### config.mk
export PLATFORM = sky130hd
export DESIGN_NAME = uart_tx_cfg
export DESIGN_NICKNAME = d
export VERILOG_FILES = /design/src/rtl/uart_tx_cfg.sv
export SDC_FILE = /design/constraint.sdc
export NUM_CORES = 1
export LEC_CHECK = 0
export CAP_MARGIN = 40
export CORE_MARGIN = 2
export CORE_UTILIZATION = 45
export CTS_BUF_LIST = sky130_fd_sc_hd__clkbuf_8
export DETAILED_ROUTE_END_ITERATION = 10
export GPL_TIMING_DRIVEN = 0
export PLACE_DENSITY = 0.64
export SYNTH_ARGS = -nofsm -noshare
export SYNTH_HDL_FRONTEND = slang
export SYNTH_SLANG_ARGS = --single-unit
### constraint.sdc
create_clock -name clk -period 5.5 [get_ports clk]
set_input_delay 1.1 -clock clk [delete_from_list [all_inputs] [get_ports clk]]
set_output_delay 1.1 -clock clk [all_outputs]
set_load 0.02 [all_outputs]
### src/rtl/uart_tx_cfg.sv
`default_nettype none
// ============================================================================
// Module      : uart_tx_cfg
// Description : UART transmitter with per-frame configuration of data bits,
//               parity and stop bits. Words are taken over a valid/ready
//               handshake. One bit lasts bit_duration+1 clocks.
//
// Ports       : clk, rst        clock, synchronous active-high reset
//               s_valid/s_ready input handshake, s_data sent LSB first
//               bit_duration    clocks per bit minus 1 (latched on accept)
//               data_bits       data bits per frame, clamped to 5..DATA_W
//               parity          000 none, 001 even, 010 odd, 011 mark,
//                               100 space, others none
//               stopbits        00 one, 01 one-and-a-half, 1x two
//               break_req       hold the line low (UART_TX_BREAK_EN only)
//               tx              serial output, idle high
//               busy            high from accept until the frame ends
//               tx_done         pulse on the last cycle of the stop period
//
// Options     : define UART_TX_BREAK_EN to add break_req and the break state.
//
// Revision    : 1.0  initial release
// ============================================================================
module uart_tx_cfg #(
    parameter int DATA_W = 8,
    parameter int CNT_W  = 16
) (
    input  logic              clk,
    input  logic              rst,
    input  logic              s_valid,
    output logic              s_ready,
    input  logic [DATA_W-1:0] s_data,
    input  logic [CNT_W-1:0]  bit_duration,
    input  logic [3:0]        data_bits,
    input  logic [2:0]        parity,
    input  logic [1:0]        stopbits,
`ifdef UART_TX_BREAK_EN
    input  logic              break_req,
`endif
    output logic              tx,
    output logic              busy,
    output logic              tx_done
);

    localparam logic [2:0] c_IDLE     = 3'd0;
    localparam logic [2:0] c_START    = 3'd1;
    localparam logic [2:0] c_DATA     = 3'd2;
    localparam logic [2:0] c_PARITY   = 3'd3;
    localparam logic [2:0] c_STOP     = 3'd4;
    localparam logic [2:0] c_BREAK    = 3'd5;
    localparam logic [2:0] c_BRK_MARK = 3'd6;

    localparam logic [3:0]     c_MAX_BITS = 4'(DATA_W);
    localparam logic [3:0]     c_MIN_BITS = 4'd5;
    localparam logic [CNT_W:0] c_CNT_ONE  = (CNT_W+1)'(1);

    // The counter is one bit wider than bit_duration so that the longest
    // stop period (two bits) still fits as a single down-count.
    logic [2:0]        r_state;
    logic [CNT_W:0]    r_cnt;
    logic [CNT_W-1:0]  r_dur;
    logic [CNT_W:0]    r_stop_m1;
    logic [DATA_W-1:0] r_shift;
    logic [3:0]        r_idx;
    logic [3:0]        r_last_idx;
    logic              r_par_en;
    logic              r_par_val;
    logic              r_tx;
    logic              r_ready;
    logic              r_busy;
    logic              r_done;

    logic [3:0]        w_nbits;
    logic [DATA_W-1:0] w_mask;
    logic              w_xor;
    logic              w_par_en;
    logic              w_par_val;
    logic [CNT_W:0]    w_dur_ext;
    logic [CNT_W:0]    w_stop_m1;

    always_comb begin
        w_nbits = data_bits;
        if (data_bits < c_MIN_BITS)
            w_nbits = c_MIN_BITS;
        else if (data_bits > c_MAX_BITS)
            w_nbits = c_MAX_BITS;
    end

    // Parity only covers the bits actually sent after clamping.
    always_comb begin
        w_mask = '0;
        for (int i = 0; i < DATA_W; i++)
            w_mask[i] = (i < int'(w_nbits));
    end

    assign w_xor = ^(s_data & w_mask);

    always_comb begin
        w_par_en  = 1'b0;
        w_par_val = 1'b0;
        case (parity)
            3'b001:  begin w_par_en = 1'b1; w_par_val = w_xor;  end
            3'b010:  begin w_par_en = 1'b1; w_par_val = ~w_xor; end
            3'b011:  begin w_par_en = 1'b1; w_par_val = 1'b1;   end
            3'b100:  begin w_par_en = 1'b1; w_par_val = 1'b0;   end
            default: begin w_par_en = 1'b0; w_par_val = 1'b0;   end
        endcase
    end

    // Stop period length minus one, in clocks.
    assign w_dur_ext = {1'b0, bit_duration};
    always_comb begin
        case (stopbits)
            2'b00:   w_stop_m1 = w_dur_ext;
            2'b01:   w_stop_m1 = w_dur_ext + (w_dur_ext >> 1) + c_CNT_ONE;
            default: w_stop_m1 = (w_dur_ext << 1) + c_CNT_ONE;
        endcase
    end

    always_ff @(posedge clk) begin
        if (rst) begin
            r_state    <= c_IDLE;
            r_cnt      <= '0;
            r_dur      <= '0;
            r_stop_m1  <= '0;
            r_shift    <= '0;
            r_idx      <= '0;
            r_last_idx <= '0;
            r_par_en   <= 1'b0;
            r_par_val  <= 1'b0;
            r_tx       <= 1'b1;
            r_ready    <= 1'b1;
            r_busy     <= 1'b0;
            r_done     <= 1'b0;
        end else begin
            r_done <= 1'b0;
            case (r_state)
                c_IDLE: begin
`ifdef UART_TX_BREAK_EN
                    if (break_req) begin
                        r_state <= c_BREAK;
                        r_dur   <= bit_duration;
                        r_tx    <= 1'b0;
                        r_ready <= 1'b0;
                        r_busy  <= 1'b1;
                    end else
`endif
                    if (s_valid && r_ready) begin
                        r_state    <= c_START;
                        r_dur      <= bit_duration;
                        r_cnt      <= w_dur_ext;
                        r_stop_m1  <= w_stop_m1;
                        r_shift    <= s_data;
                        r_idx      <= '0;
                        r_last_idx <= w_nbits - 4'd1;
                        r_par_en   <= w_par_en;
                        r_par_val  <= w_par_val;
                        r_tx       <= 1'b0;
                        r_ready    <= 1'b0;
                        r_busy     <= 1'b1;
                    end
                end
                c_START: begin
                    if (r_cnt == '0) begin
                        r_state <= c_DATA;
                        r_cnt   <= {1'b0, r_dur};
                        r_tx    <= r_shift[0];
                    end else begin
                        r_cnt <= r_cnt - c_CNT_ONE;
                    end
                end
                c_DATA: begin
                    if (r_cnt != '0) begin
                        r_cnt <= r_cnt - c_CNT_ONE;
                    end else if (r_idx != r_last_idx) begin
                        r_idx   <= r_idx + 4'd1;
                        r_shift <= r_shift >> 1;
                        r_tx    <= r_shift[1];
                        r_cnt   <= {1'b0, r_dur};
                    end else if (r_par_en) begin
                        r_state <= c_PARITY;
                        r_tx    <= r_par_val;
                        r_cnt   <= {1'b0, r_dur};
                    end else begin
                        r_state <= c_STOP;
                        r_tx    <= 1'b1;
                        r_cnt   <= r_stop_m1;
                        r_done  <= (r_stop_m1 == '0);
                    end
                end
                c_PARITY: begin
                    if (r_cnt == '0) begin
                        r_state <= c_STOP;
                        r_tx    <= 1'b1;
                        r_cnt   <= r_stop_m1;
                        r_done  <= (r_stop_m1 == '0);
                    end else begin
                        r_cnt <= r_cnt - c_CNT_ONE;
                    end
                end
                c_STOP: begin
                    // tx_done is raised one edge early so it coincides with
                    // the final stop cycle.
                    if (r_cnt == '0) begin
                        r_state <= c_IDLE;
                        r_ready <= 1'b1;
                        r_busy  <= 1'b0;
                    end else begin
                        r_cnt  <= r_cnt - c_CNT_ONE;
                        r_done <= (r_cnt == c_CNT_ONE);
                    end
                end
`ifdef UART_TX_BREAK_EN
                c_BREAK: begin
                    if (!break_req) begin
                        r_state <= c_BRK_MARK;
                        r_tx    <= 1'b1;
                        r_cnt   <= {1'b0, r_dur};
                    end
                end
                c_BRK_MARK: begin
                    if (r_cnt == '0) begin
                        r_state <= c_IDLE;
                        r_ready <= 1'b1;
                        r_busy  <= 1'b0;
                    end else begin
                        r_cnt <= r_cnt - c_CNT_ONE;
                    end
                end
`endif
                default: begin
                    r_state <= c_IDLE;
                    r_tx    <= 1'b1;
                    r_ready <= 1'b1;
                    r_busy  <= 1'b0;
                end
            endcase
        end
    end

    // Gating with rst keeps s_ready low during reset while letting it be
    // high on the very first cycle after reset is released.
    assign s_ready = r_ready & ~rst;
    assign busy    = r_busy & ~rst;
    assign tx      = r_tx;
    assign tx_done = r_done;

endmodule
`default_nettype wire

==> flow_summary.toml, run 1 <==
[timing]
max_freq_ghz = 0.2296
holdWs_ns = 0.4610
min_period_ns = 4.356
tightestPinTransition_ns = 0.9206
finalSetupViolations = 0
final-hold-violation-count = 0
slew_violations = 0
finClkSkew_ns = 0.01272
max_slew_margin_pct = 38.06
min_period_over_period_pct = 79.19
fin_ws_ns = 1.144
fin_tns_setup_ns = 0
rsz0062_at_grt = "no"

[pwr]
combPwrFrac_pct = 30.2
internal-power_uw = 1116
seqPwrFrac_pct = 38.4
switching_power_uw = 595.4
sw_frac_of_total_pct = 34.79
clkPwrFrac_pct = 31.3
pwr_density_cell_mw_per_mm2 = 295.4
p_leak_uw = 0.002077
ir_drop_mv = 0.1946

[cts]
h-tree-depth = 3
postCtsHoldBufs = 0
cts_sinks = 75
ctsResizeCount = 0
post_cts_buffers = 0
cts_root_buffer = "clkbuf_8"
clkTransAtPathRegs_ns = 0.08
cts_made_buffers = 9
cts.path.max_buffers = 2
cts_tree = "done"
clk_latency_ns = 0.38

[worst_setup_path]
crit_path_max_incr_delay_ns = 0.59
crit_path_max_fanout = 10
end_kind = "output pin"
path_class = "input pin to output pin"
crit_slowest_cell = "buf_1"
crit_buf_inv = 4
critPathLaunchType = "input pin"
path_cells = "clkdlybuf4s50_1 -> clkbuf_1 -> buf_1 -> nor2b_1 -> clkdlybuf4s50_1"
crit_family = "buffers and inverters"
rr_startpoint = "r_cnt[0]$_SDFFE_PP0P_"
path_common_cell = "clkdlybuf4s50_1"
regToRegSetupSlack_ns = 2.45
timing.rr.end = "r_cnt[10]$_SDFFE_PP0P_"
path_depth = 5
cp.required_ns = 4.40
cp.arrival_ns = 3.26
r2r_cells = 9

[placement]
io_buffers = 39
dpl.hpwl_um = 11570
finalWeightedCongestion = 0.9225
dp_slack_ns = 1.135

[global_route]
antenna_found_initial = 0
grt-busiest-layer = "met2"
first_global_vias = 4842
grt_pass1_wl_um = 25180
grt_usage_pct = 27.36
grt_use_met3_pct = 4.722
use_met2_pct = 42.32
met1_usage_pct = 38.90
overflow = 0
grt_max_degree = 14

[yosys]
synthCells = 661
syn_nets = 721
async_reset_ff_share_pct = 0
yosysMostFrequentCell = "nand2_1"
syn-cell-area_sq_mm = 0.004980
ys_seq_elements = 75
synth-seq-area-share_pct = 30.15
yosys-top-cells-count = "nand2_1, a21oi_1, dfxtp_1"
ys_types = 68
yosysWarnings = 0
avgSynthCellArea_sq_um = 7.534
yosysTopAreaCellShare_pct = 30.15
synthTopCellsByArea = "dfxtp_1, a21oi_1, nand2_1"
synth_edf_count = 0
yosysTopAreaCell = "dfxtp_1"
synthFlopType = "dfxtp_1"

[die]
start_util_pct = 45.94
coreArea_sq_mm = 0.01084
die_y_um = 109.2
dieArea_sq_mm = 0.01192
die_w_um = 109.2
core.rowCount = 38
io_pins = 40

[route]
wire_per_inst_um = 18.33
remaining_drc_errors = 0
dr.pass1.iters = 5
drt_wl_total_um = 15690
num_vias = 5299
ant_nets = 0
dr.first_iter.drc_count = 472
vias_per_cell = 6.190

[min_path]
hold_depth = 2
holdPathEnd = "r_dur[14]$_SDFFE_PP0P_"
hp-class = "register to register"
hold_start = "r_dur[14]$_SDFFE_PP0P_"

[final_layout]
area_delta_synth_final_pct = 16.36
drive_gt1_share_pct = 4.749
fillers = 1074
utilization_pct = 53.45
antennaDiodeCount = 0
final_nets = 771

[status]
status = "finished, final reports clean"

[flow_run]
maxCapViolCount = 0
==> power by group through the flow <==
| stage | registers (uW) | clock network [uW] | logic, uW |
|---|---|---|---|
| floorplan | 651 | 0 | 360 |
| global placement | 665 | 0 | 498 |
| detailed placement | 667 | 0 | 506 |
| CTS | 655 | 542 | 509 |
| global route | 664 | 563 | 573 |
| finish | 657 | 536 | 517 |
==> layout make-up <==
cell class / instances / area (sq um) / share of cell area (%)
tap: 140 / 175.2 / 3.023
sequential: 75 / 1501 / 25.91
buffer: 39 / 156.4 / 2.699
inverter: 20 / 75.07 / 1.296
clock buffer: 10 / 137.6 / 2.375
timing repair buffer: 39 / 390.4 / 6.737
clock inverter: 6 / 111.4 / 1.922
multi-input combinational: 527 / 3247 / 56.04
==> worst register-to-register path, stage by stage, from the launching register on <==
cell and delay (ns):
dfxtp_1 0.39, inv_1 0.09, ha_1 0.21, or3b_1 0.42, nor2_1 0.36, nand3_4 0.23
a21oi_2 0.49, clkbuf_1 0.51, a211oi_1 0.12, a21oi_1 0.17
==> through the flow <==
step,cell area [sq um],instances,total power (uW)
finish,5794,856,1711
global route,5794,856,1800
CTS,5794,856,1705
detailed placement,5545,840,1172
global placement,5545,840,1164
floorplan,4980,661,1012
==> registers in the layout (all words and copies together) (netlist names) <==
register / count
r_busy: 1
r_ready: 1
r_idx: 4
r_last_idx: 4
r_cnt: 17
r_stop_m1: 17
r_dur: 16
r_state: 3
r_par_en: 1
r_par_val: 1
tx: 1
tx_done: 1
r_shift: 8
==> logic make-up (layout without fill, tap and decap cells) <==
logic type,count (synthesis),in the layout,share of synthesized area [%]
mux,8,8,1.683
simple gates,250,250,24.47
xor+xnor,22,22,3.869
buf+inv,59,114,4.648
flops,75,75,30.15
compound gates,223,223,29.00
fa+ha+maj,24,24,6.181
==> layer usage <==
layer,up-vias,share of wire [%]
li1,2547,-
met1,2506,46
met2,220,44
met3,26,7.8
met4,0,1.9
met5,-,0
==> cell usage in the layout (no fill, tap or decap), drive strengths merged, types with 14 or more instances in the layout <==
master / n
nor4: 14
nor2: 55
a211oi: 23
clkbuf: 43
nor3: 26
a21oi: 83
inv: 21
clkdlybuf4s50: 39
xnor2: 14
o221ai: 16
nand3: 17
nand2: 93
dfxtp: 75
o21ai: 39
ha: 23
==> how the worst max path moves through the flow <==
stage	from	end	slack (ns)
3_3_place_gp	rst	s_ready	1.17
3_5_place_dp	rst	s_ready	1.14
4_1_cts	rst	s_ready	1.14
2_1_floorplan	bit_duration[1]	r_stop_m1[14]$_SDFFE_PP0P_	2.36
6_report	rst	s_ready	1.14
5_1_grt	rst	s_ready	1.06
Note: power is estimated with default switching activity, not from simulation.
==> inputs of run 2 (changes only) <==
==> constraint.sdc (replaced) <==
create_clock -name clk -period 4.3 [get_ports clk]
set_input_delay 0.86 -clock clk [delete_from_list [all_inputs] [get_ports clk]]
set_output_delay 0.86 -clock clk [all_outputs]
set_load 0.02 [all_outputs]
==> results of run 2 <==
Same layout as run 1 (identical final DEF). Status: finished, final reports clean.
Main changes from that run: setup slack after placement 1.135 ns -> 0.3195 ns; setup slack after layout 1.144 ns -> 0.4245 ns; register-to-register setup slack 2.45 ns -> 1.25 ns; total power 1711 uW -> 2189 uW; worst IR drop on VDD 0.1946 mV -> 0.2489 mV
